$ cat src/rtl/trng_collector.sv
// -----------------------------------------------------------------------------
// trng_collector
// Consumer side of the ring-oscillator entropy source. The asynchronous raw
// bit is synchronised, sampled every div+1 clocks, von Neumann debiased and
// packed into WORD_WIDTH-bit words, while a repetition-count test watches the
// raw samples.
//
// Ports:
//   clk, rst_n     system clock, asynchronous active-low reset
//   en             collection enable (registered once before use)
//   raw_bit        asynchronous ring-oscillator output
//   div            sample period is div+1 clocks
//   out_data       debiased word
//   out_valid      out_data holds an unconsumed word
//   out_ready      consumer accepts the word when out_valid && out_ready
//   health_fail    sticky repetition-test failure
//   overrun        sticky: a completed word was dropped
//   clear_err      clears sticky flags and all collection state
//   sample_strobe  one-cycle pulse on each raw sample
// -----------------------------------------------------------------------------
module trng_collector #(
   parameter int SYNC_STAGES = 2,
   parameter int DIV_WIDTH   = 8,
   parameter int WORD_WIDTH  = 8,
   parameter int REP_LIMIT   = 32
) (
   input  logic                  clk,
   input  logic                  rst_n,
   input  logic                  en,
   input  logic                  raw_bit,
   input  logic [DIV_WIDTH-1:0]  div,
   output logic [WORD_WIDTH-1:0] out_data,
   output logic                  out_valid,
   input  logic                  out_ready,
   output logic                  health_fail,
   output logic                  overrun,
   input  logic                  clear_err,
   output logic                  sample_strobe
);

   localparam int CNT_W = (WORD_WIDTH > 2) ? $clog2(WORD_WIDTH) : 1;
   localparam int REP_W = 8;
   localparam logic [REP_W-1:0] REP_MAX  = REP_W'(REP_LIMIT);
   localparam logic [CNT_W-1:0] LAST_BIT = CNT_W'(WORD_WIDTH - 1);

   typedef enum logic {ST_FIRST = 1'b0, ST_SECOND = 1'b1} db_state_t;

   logic [SYNC_STAGES-1:0] sync_q, sync_d;
   logic                   en_q, en_d;
   logic [DIV_WIDTH-1:0]   div_cnt_q, div_cnt_d;
   logic [DIV_WIDTH-1:0]   div_lat_q, div_lat_d;
   db_state_t              state_q, state_d;
   logic                   b0_q, b0_d;
   logic [WORD_WIDTH-1:0]  shift_q, shift_d;
   logic [CNT_W-1:0]       bit_cnt_q, bit_cnt_d;
   logic [REP_W-1:0]       rep_q, rep_d;
   logic                   last_q, last_d;
   logic                   health_fail_q, health_fail_d;
   logic                   overrun_q, overrun_d;
   logic [WORD_WIDTH-1:0]  out_data_q, out_data_d;
   logic                   out_valid_q, out_valid_d;

   logic                   sync_bit_s;
   logic                   strobe_s;
   logic                   complete_s;
   logic [WORD_WIDTH-1:0]  word_s;
   logic [REP_W-1:0]       rep_next_s;

   assign sync_bit_s = sync_q[SYNC_STAGES-1];
   // en is registered so that every output, sample_strobe included, is a
   // function of flops only and stays 0 throughout reset.
   assign strobe_s   = en_q && (div_cnt_q == div_lat_q);

   // Synchroniser shift and enable register.
   always_comb begin
      sync_d = {sync_q[SYNC_STAGES-2:0], raw_bit};
      en_d   = en;
   end

   // Sample-rate divider; the period is re-latched only at a wrap (or while
   // idle), so a div change never produces a short or long odd period.
   always_comb begin
      div_cnt_d = div_cnt_q;
      div_lat_d = div_lat_q;
      if (!en_q) begin
         div_cnt_d = '0;
         div_lat_d = div;
      end else if (strobe_s) begin
         div_cnt_d = '0;
         div_lat_d = div;
      end else begin
         div_cnt_d = div_cnt_q + DIV_WIDTH'(1);
      end
   end

   // Repetition count including the current sample; rep_q == 0 means no
   // sample has been seen since the last clear.
   always_comb begin
      rep_next_s = rep_q;
      if ((rep_q == '0) || (sync_bit_s != last_q)) begin
         rep_next_s = REP_W'(1);
      end else if (rep_q == REP_MAX) begin
         rep_next_s = rep_q;
      end else begin
         rep_next_s = rep_q + REP_W'(1);
      end
   end

   // Debiaser FSM, word assembly, health test and output buffer.
   always_comb begin
      state_d       = state_q;
      b0_d          = b0_q;
      shift_d       = shift_q;
      bit_cnt_d     = bit_cnt_q;
      rep_d         = rep_q;
      last_d        = last_q;
      health_fail_d = health_fail_q;
      overrun_d     = overrun_q;
      out_data_d    = out_data_q;
      out_valid_d   = out_valid_q;
      complete_s    = 1'b0;
      word_s        = {shift_q[WORD_WIDTH-2:0], b0_q};

      if (clear_err) begin
         state_d       = ST_FIRST;
         b0_d          = 1'b0;
         shift_d       = '0;
         bit_cnt_d     = '0;
         rep_d         = '0;
         last_d        = 1'b0;
         health_fail_d = 1'b0;
         overrun_d     = 1'b0;
      end else if (!en_q) begin
         state_d   = ST_FIRST;
         b0_d      = 1'b0;
         shift_d   = '0;
         bit_cnt_d = '0;
         rep_d     = '0;
         last_d    = 1'b0;
      end else begin
         if (strobe_s) begin
            rep_d  = rep_next_s;
            last_d = sync_bit_s;
            if (rep_next_s == REP_MAX) begin
               health_fail_d = 1'b1;
            end else begin
               health_fail_d = health_fail_q;
            end
         end else begin
            rep_d = rep_q;
         end

         if (health_fail_q) begin
            state_d   = ST_FIRST;
            shift_d   = '0;
            bit_cnt_d = '0;
         end else if (strobe_s) begin
            case (state_q)
               ST_FIRST: begin
                  b0_d    = sync_bit_s;
                  state_d = ST_SECOND;
               end
               ST_SECOND: begin
                  state_d = ST_FIRST;
                  if (b0_q != sync_bit_s) begin
                     if (bit_cnt_q == LAST_BIT) begin
                        complete_s = 1'b1;
                        shift_d    = '0;
                        bit_cnt_d  = '0;
                     end else begin
                        shift_d   = word_s;
                        bit_cnt_d = bit_cnt_q + CNT_W'(1);
                     end
                  end else begin
                     shift_d = shift_q;
                  end
               end
               default: begin
                  state_d = ST_FIRST;
               end
            endcase
         end else begin
            state_d = state_q;
         end
      end

      if (health_fail_q) begin
         out_valid_d = 1'b0;
      end else if (complete_s) begin
         if (!out_valid_q || out_ready) begin
            out_data_d  = word_s;
            out_valid_d = 1'b1;
         end else begin
            overrun_d = 1'b1;
         end
      end else if (out_valid_q && out_ready) begin
         out_valid_d = 1'b0;
      end else begin
         out_valid_d = out_valid_q;
      end
   end

   // State registers.
   always_ff @(posedge clk or negedge rst_n) begin
      if (!rst_n) begin
         sync_q        <= '0;
         en_q          <= 1'b0;
         div_cnt_q     <= '0;
         div_lat_q     <= '0;
         state_q       <= ST_FIRST;
         b0_q          <= 1'b0;
         shift_q       <= '0;
         bit_cnt_q     <= '0;
         rep_q         <= '0;
         last_q        <= 1'b0;
         health_fail_q <= 1'b0;
         overrun_q     <= 1'b0;
         out_data_q    <= '0;
         out_valid_q   <= 1'b0;
      end else begin
         sync_q        <= sync_d;
         en_q          <= en_d;
         div_cnt_q     <= div_cnt_d;
         div_lat_q     <= div_lat_d;
         state_q       <= state_d;
         b0_q          <= b0_d;
         shift_q       <= shift_d;
         bit_cnt_q     <= bit_cnt_d;
         rep_q         <= rep_d;
         last_q        <= last_d;
         health_fail_q <= health_fail_d;
         overrun_q     <= overrun_d;
         out_data_q    <= out_data_d;
         out_valid_q   <= out_valid_d;
      end
   end

   assign out_data      = out_data_q;
   assign out_valid     = out_valid_q;
   assign health_fail   = health_fail_q;
   assign overrun       = overrun_q;
   assign sample_strobe = strobe_s;

endmodule
$ cat config.mk
export PLATFORM = sky130hd
export DESIGN_NAME = trng_collector
export DESIGN_NICKNAME = d
export VERILOG_FILES = /design/src/rtl/trng_collector.sv
export SDC_FILE = /design/constraint.sdc
export NUM_CORES = 1
export LEC_CHECK = 0
export ABC_AREA = 0
export BUFFER_PORTS_ARGS = -buffer_cell sky130_fd_sc_hd__buf_2
export CAP_MARGIN = 15
export CORE_UTILIZATION = 45
export CTS_CLUSTER_SIZE = 24
export DETAILED_ROUTE_END_ITERATION = 8
export PLACE_DENSITY_LB_ADDON = 0.12
export SETUP_SLACK_MARGIN = 0.2
export SLEW_MARGIN = 20
export SYNTH_ARGS = -nofsm -noshare
export SYNTH_HDL_FRONTEND = slang
export SYNTH_SLANG_ARGS = --single-unit
$ cat constraint.sdc
create_clock -name clk -period 3.3 [get_ports clk]
set_input_delay 0.825 -clock clk [delete_from_list [all_inputs] [get_ports clk]]
set_output_delay 0.825 -clock clk [all_outputs]
set_load 0.005 [all_outputs]
; ---- Word level (Yosys, flattened, before mapping)
; Cells that the tools add are included.
[totals]
regBits = 51
output_inout_bits = 12
wordCells = 103
[classes]
n_addsub = 3
n_eq_ne = 14
n_mux = 55
bitwise_logic = 2
reduce_logical = 15
[ops]
columns = operator, n
row1 = two-way mux 8 bit, 9
row2 = two-way mux 7 bit, 7
row3 = two-way mux 1 bit, 31
row4 = two-way mux 3 bit, 7
row5 = adder 8 x 1 -> 8 bit (second input constant), 2
row6 = == test 8 x 6 -> 1 bit (second input constant), 2
row7 = AND reduction 3 bit, 4
row8 = inequality test 3 bit (second input constant), 3
row9 = == test 8 bit, 1
row10 = zero test 8 bit, 1
row11 = inequality test 4 x 2 -> 1 bit (second input constant), 2
row12 = nonzero test 2 bit, 3
row13 = inequality test 4 x 3 -> 1 bit (second input constant), 1
row14 = adder 3 x 1 -> 3 bit (second input constant), 1
row15 = == test 3 bit (second input constant), 1
row16 = inequality test 3 x 2 -> 1 bit (second input constant), 1
row17 = nonzero test 3 bit, 1
row18 = logical AND 1 bit, 2
row19 = logical OR 1 bit, 2
row20 = inequality test 1 bit, 2
row21 = inequality test 2 bit (second input constant), 1
row22 = NOT 1 bit, 2
row23 = case mux 1 bit (2 select lines), 1
row24 = AND reduction 2 bit, 1
row25 = zero test 1 bit, 1

; ---- Longest topological paths before layout
[logic_depth]
depth_word = 10
ltp_mapped = 8
ltp_nobuf = 7

; ---- Worst setup path before layout
; No wires, ideal clock.
[synth_timing]
path_kind = register -> register
startpoint = register rep_q[0]
endpoint = register health_fail_q, in the netlist health_fail
arrival_ns = 2.029
required_ns = 3.208
path_slack_ns = 1.179
path_stages_with_launch = 8
n_path_buf = 0
period_less_slack_ns = 2.121
cell_sequence = dfrtp_1 > inv_1 > ha_1 > or4b_4 > nor3_4 > mux2i_1 > or4b_1 > o31ai_2
[synth_via]
elab_chain_len = 6
[synth_rtl]
columns = item, line
row1 = start: declaration, 56  ; logic [REP_W-1:0] rep_q, rep_d;
row2 = start signal: assignment, 229  ; rep_q <= rep_d;
row3 = "adder 8 x 1 -> 8 bit, or another cell as far along", 105  ; rep_next_s = rep_q + REP_W'(1);
row4 = two-way mux 8 bit or logical OR 1 bit (tied branches), "102, 100"
row5 = two-way mux 8 bit (*), 100  ; if ((rep_q == '0) || (sync_bit_s != last_q)) begin
row6 = == test 8 x 6 -> 1 bit (*), 144  ; if (rep_next_s == REP_MAX) begin
row7 = nonzero test 2 bit (no line) (*), --
row8 = AND reduction 3 bit (no line) (*), --
row9 = end signal: assignment, 231  ; health_fail_q <= health_fail_d;
row10 = end: declaration, 58  ; logic health_fail_q, health_fail_d;
; Mark *: on every way between the ends. The rest lies on a longest branch, timed or not.
; A chain may end at the register's enable or synchronous reset.

; ---- Final worst setup path
[layout_timing]
startpoint = register div_cnt_q[5]
endpoint = output port sample_strobe
[layout_via]
elab_chain_len = 2
[layout_rtl]
columns = item, line
row1 = start: declaration, 50  ; logic [DIV_WIDTH-1:0] div_cnt_q, div_cnt_d;
row2 = start signal: assignment, 223  ; div_cnt_q <= div_cnt_d;
row3 = == test 8 bit, 72  ; assign strobe_s = en_q && (div_cnt_q == div_lat_q);
row4 = logical AND 1 bit, 72
row5 = end: declaration, 38  ; output logic sample_strobe
; Every way passes these cells.

==> reports/qor.yml <==
worst_setup_path:
  cp.arrival_ns: 1.87
  rr_endpoint: "div_lat_q[4]"
  crit-reg2reg-launch: "div_cnt_q[5]"
  cp_top_family: "simple AND/OR/NAND/NOR gates"
  r2r_cells: 5
  slowest_stage: "dfrtp_1"
  criticalPathCategory: "flip-flop to primary output"
  max_stage_delay_ns: 0.43
  cp_max_fo: 7
  start_kind: "flip-flop"
  path_cells: "xnor2_1 -> nand4_1 -> nor2_1 -> and2_1 -> buf_2"
  path_depth: 5
  crit_required_ns: 2.47
  r2r_setup_slack_ns: 0.86
  critPathBufInv: 1
  cp-end-kind: "primary output"
drt:
  vias: 1669
  drtAntennaViolNets: 0
  avgViaCountPerCell: 5.315
  drc: 0
  first_pass_iters: 4
  drtIter0Drc: 109
  wirelength_mm: 4.281
  wire_per_inst_um: 13.63
cts:
  cts_tree: "built"
  cts_setup_buffers: 0
  clock-sinks: 51
  cts_htree_levels: 2
  cts_max_path_buffers: 2
  hold_buffers: 0
  cts_buffers: 5
  ctsResizeCount: 0
  clkSlewWorstSetupHoldPaths_ns: 0.09
  insertion_delay_ns: 0.30
  clock_tree.root_cell: "clkbuf_8"
logic_synthesis:
  ys_warn_count: 0
  synthesis.nets: 235
  synth.distinct_cells: 43
  synth_edf_count: 0
  synth.avg_cell_area_um2: 11.38
  synthesis.area_um2: 2457
  ys.flop_type: "dfrtp_1"
  syn-instance-count: 216
  ys_seq_area_share_pct: 51.93
  ys_ff_latch: 51
  async_flop_share_pct: 100.0
grt:
  gr-total-overflow: 0
  grt_max_degree: 30
  grt_pass1_vias: 1548
  grt_pass1_wl_mm: 7.293
  grt_antenna_before_repair: 0
  track_usage_pct: 17.31
min_path:
  whs_endpoint: "sync_q[1]"
  hold_start: "sync_q[0]"
  hold_path_class: "flip-flop to flip-flop"
  holdPathStages: 0
floorplanning:
  die_area_um2: 5760
  fp.dieW_um: 75.90
  coreArea_um2: 5172
  pin_count: 26
  start_util_pct: 47.51
  die_height_um: 75.90
  placementRows: 26
place:
  port_buffers: 25
  dp_hpwl_mm: 3.164
  dpl.cell_count: 306
  dp_slack_ns: 0.7848
  globalplace.congestion: 0.8148
timing:
  slew_violations: 0
  fin_setup_tns_ns: 0
  fin_skew_ns: 0.009306
  setup_ws_ns: 0.6059
  setup_viol: 0
  fin_crit_sh_pct: 81.64
  hold_violations: 0
  clock.fmax_mhz: 371.2
  worst_pin_slew_ns: 0.9089
  max-slew-margin-rel_pct: 39.41
  grt_setup_unrepaired: "false"
  whs_ns: 0.3577
  fin_crit_ns: 2.694
pwr:
  cellPowerDensity_nw_per_um2: 390.3
  ir_drop_uv: 368.5
  p_leak_uw: 0.001250
finish:
  most-common-layout-cells: "51 x dfrtp_1, 25 x buf_2, 20 x nor2_1"
  fin_cells: 314
  layout_commonest_cell: "dfrtp_1"
  finalNetCount: 262
  postLayoutCoreUtil_pct: 52.95
  area_delta_synth_final_pct: 11.46
  drive_gt1_share_pct: 25.82
  diodes: 0
job:
  cap_violations: 0
status:
  status: "finished, final reports clean"
[layout make-up]
cell class                      count  area [µm²]
Fill cell                         466        2434
Sequential cell                    51        1276
Multi-Input combinational cell    152        1124
Timing Repair Buffer               28       147.6
Tap cell                           70       87.58
Clock buffer                        6       72.57
Inverter                            5       18.77
Clock inverter                      2       12.51
[worst reg2reg max path: stages, from the launching register on]
cell and delay [ns]:
dfrtp_1 0.43, xnor2_1 0.15, nand4_1 0.25, or2_0 0.75, nand2_2 0.39, mux2_2 0.37
[cell families (layout without fill, tap and decap cells)]
kind of cell               Yosys count  count (layout)  share of synthesized area (%)
AOI/OAI and AO/OA                   32              32                          8.707
xor gates and xnor gates            21              21                          7.485
adders and majority gates            5               5                          2.546
buffers and inverters               13              41                          2.342
DFF                                 51              51                          51.93
muxes                               21              21                          9.419
and+or+nand+nor                     73              73                          17.57
[power breakdown]
part | switching [µW] | leakage (µW) | internal [µW]
Sequential | 14.9 | 0.000685 | 640
Combinational | 35.0 | 0.000524 | 29.6
Clock | 201 | 0.0000412 | 148
Total | 251 | 0.00125 | 818
[metrics by stage]
step | total power, µW | area (µm²)
floorplan | 703.7 | 2457
global placement | 733.6 | 2654
detailed placement | 734.4 | 2654
CTS | 1084 | 2739
global route | 1114 | 2739
finish | 1069 | 2739
[state kept, by name (all words and copies together), names as in the netlist]
signal       flops
shift_q          7
div_lat_q        8
bit_cnt_q        3
div_cnt_q        8
out_valid        1
sync_q           2
overrun          1
en_q             1
last_q           1
state_q          1
b0_q             1
out_data         8
health_fail      1
rep_q            8
[cells in the mapped netlist, drive strengths merged, types with 2 or more instances]
master / number / area [µm²]
dfrtp: 51 / 1276
nor2: 20 / 75.07
mux2: 17 / 191.4
xnor2: 13 / 113.9
nand3: 11 / 55.05
a21oi: 10 / 50.05
nand2: 8 / 32.54
o21ai: 8 / 40.04
xor2: 8 / 70.07
and3: 7 / 43.79
nor3: 7 / 51.30
a22o: 6 / 52.55
ha: 5 / 62.56
inv: 5 / 18.77
or4b: 5 / 53.80
buf: 4 / 23.76
clkbuf: 4 / 15.01
mux2i: 4 / 40.04
nand3b: 3 / 22.52
nand4: 3 / 25.02
nand2b: 2 / 12.51
nor4: 2 / 27.53
o31a: 2 / 18.77
o31ai: 2 / 20.02
or2: 2 / 12.52
[worst max path at each step]
| stage | startpoint | end | slack [ns] |
|---|---|---|---|
| 3_5_place_dp | clear_err | bit_cnt_q[0] | 0.78 |
| 4_1_cts | div_cnt_q[5] | sample_strobe | 0.58 |
| 3_3_place_gp | clear_err | bit_cnt_q[0] | 0.78 |
| 2_1_floorplan | rep_q[0] | health_fail | 1.18 |
| 6_report | div_cnt_q[5] | sample_strobe | 0.61 |
| 5_1_grt | div_cnt_q[6] | sample_strobe | 0.38 |
[routing by layer]
metal	global-route usage, %	part of all wire, %
met1	23.57	50
met2	27.04	45
met3	3.307	3.2
met4	7.407	1.8
met5	0	0
Power figures use the tool's default switching activity.
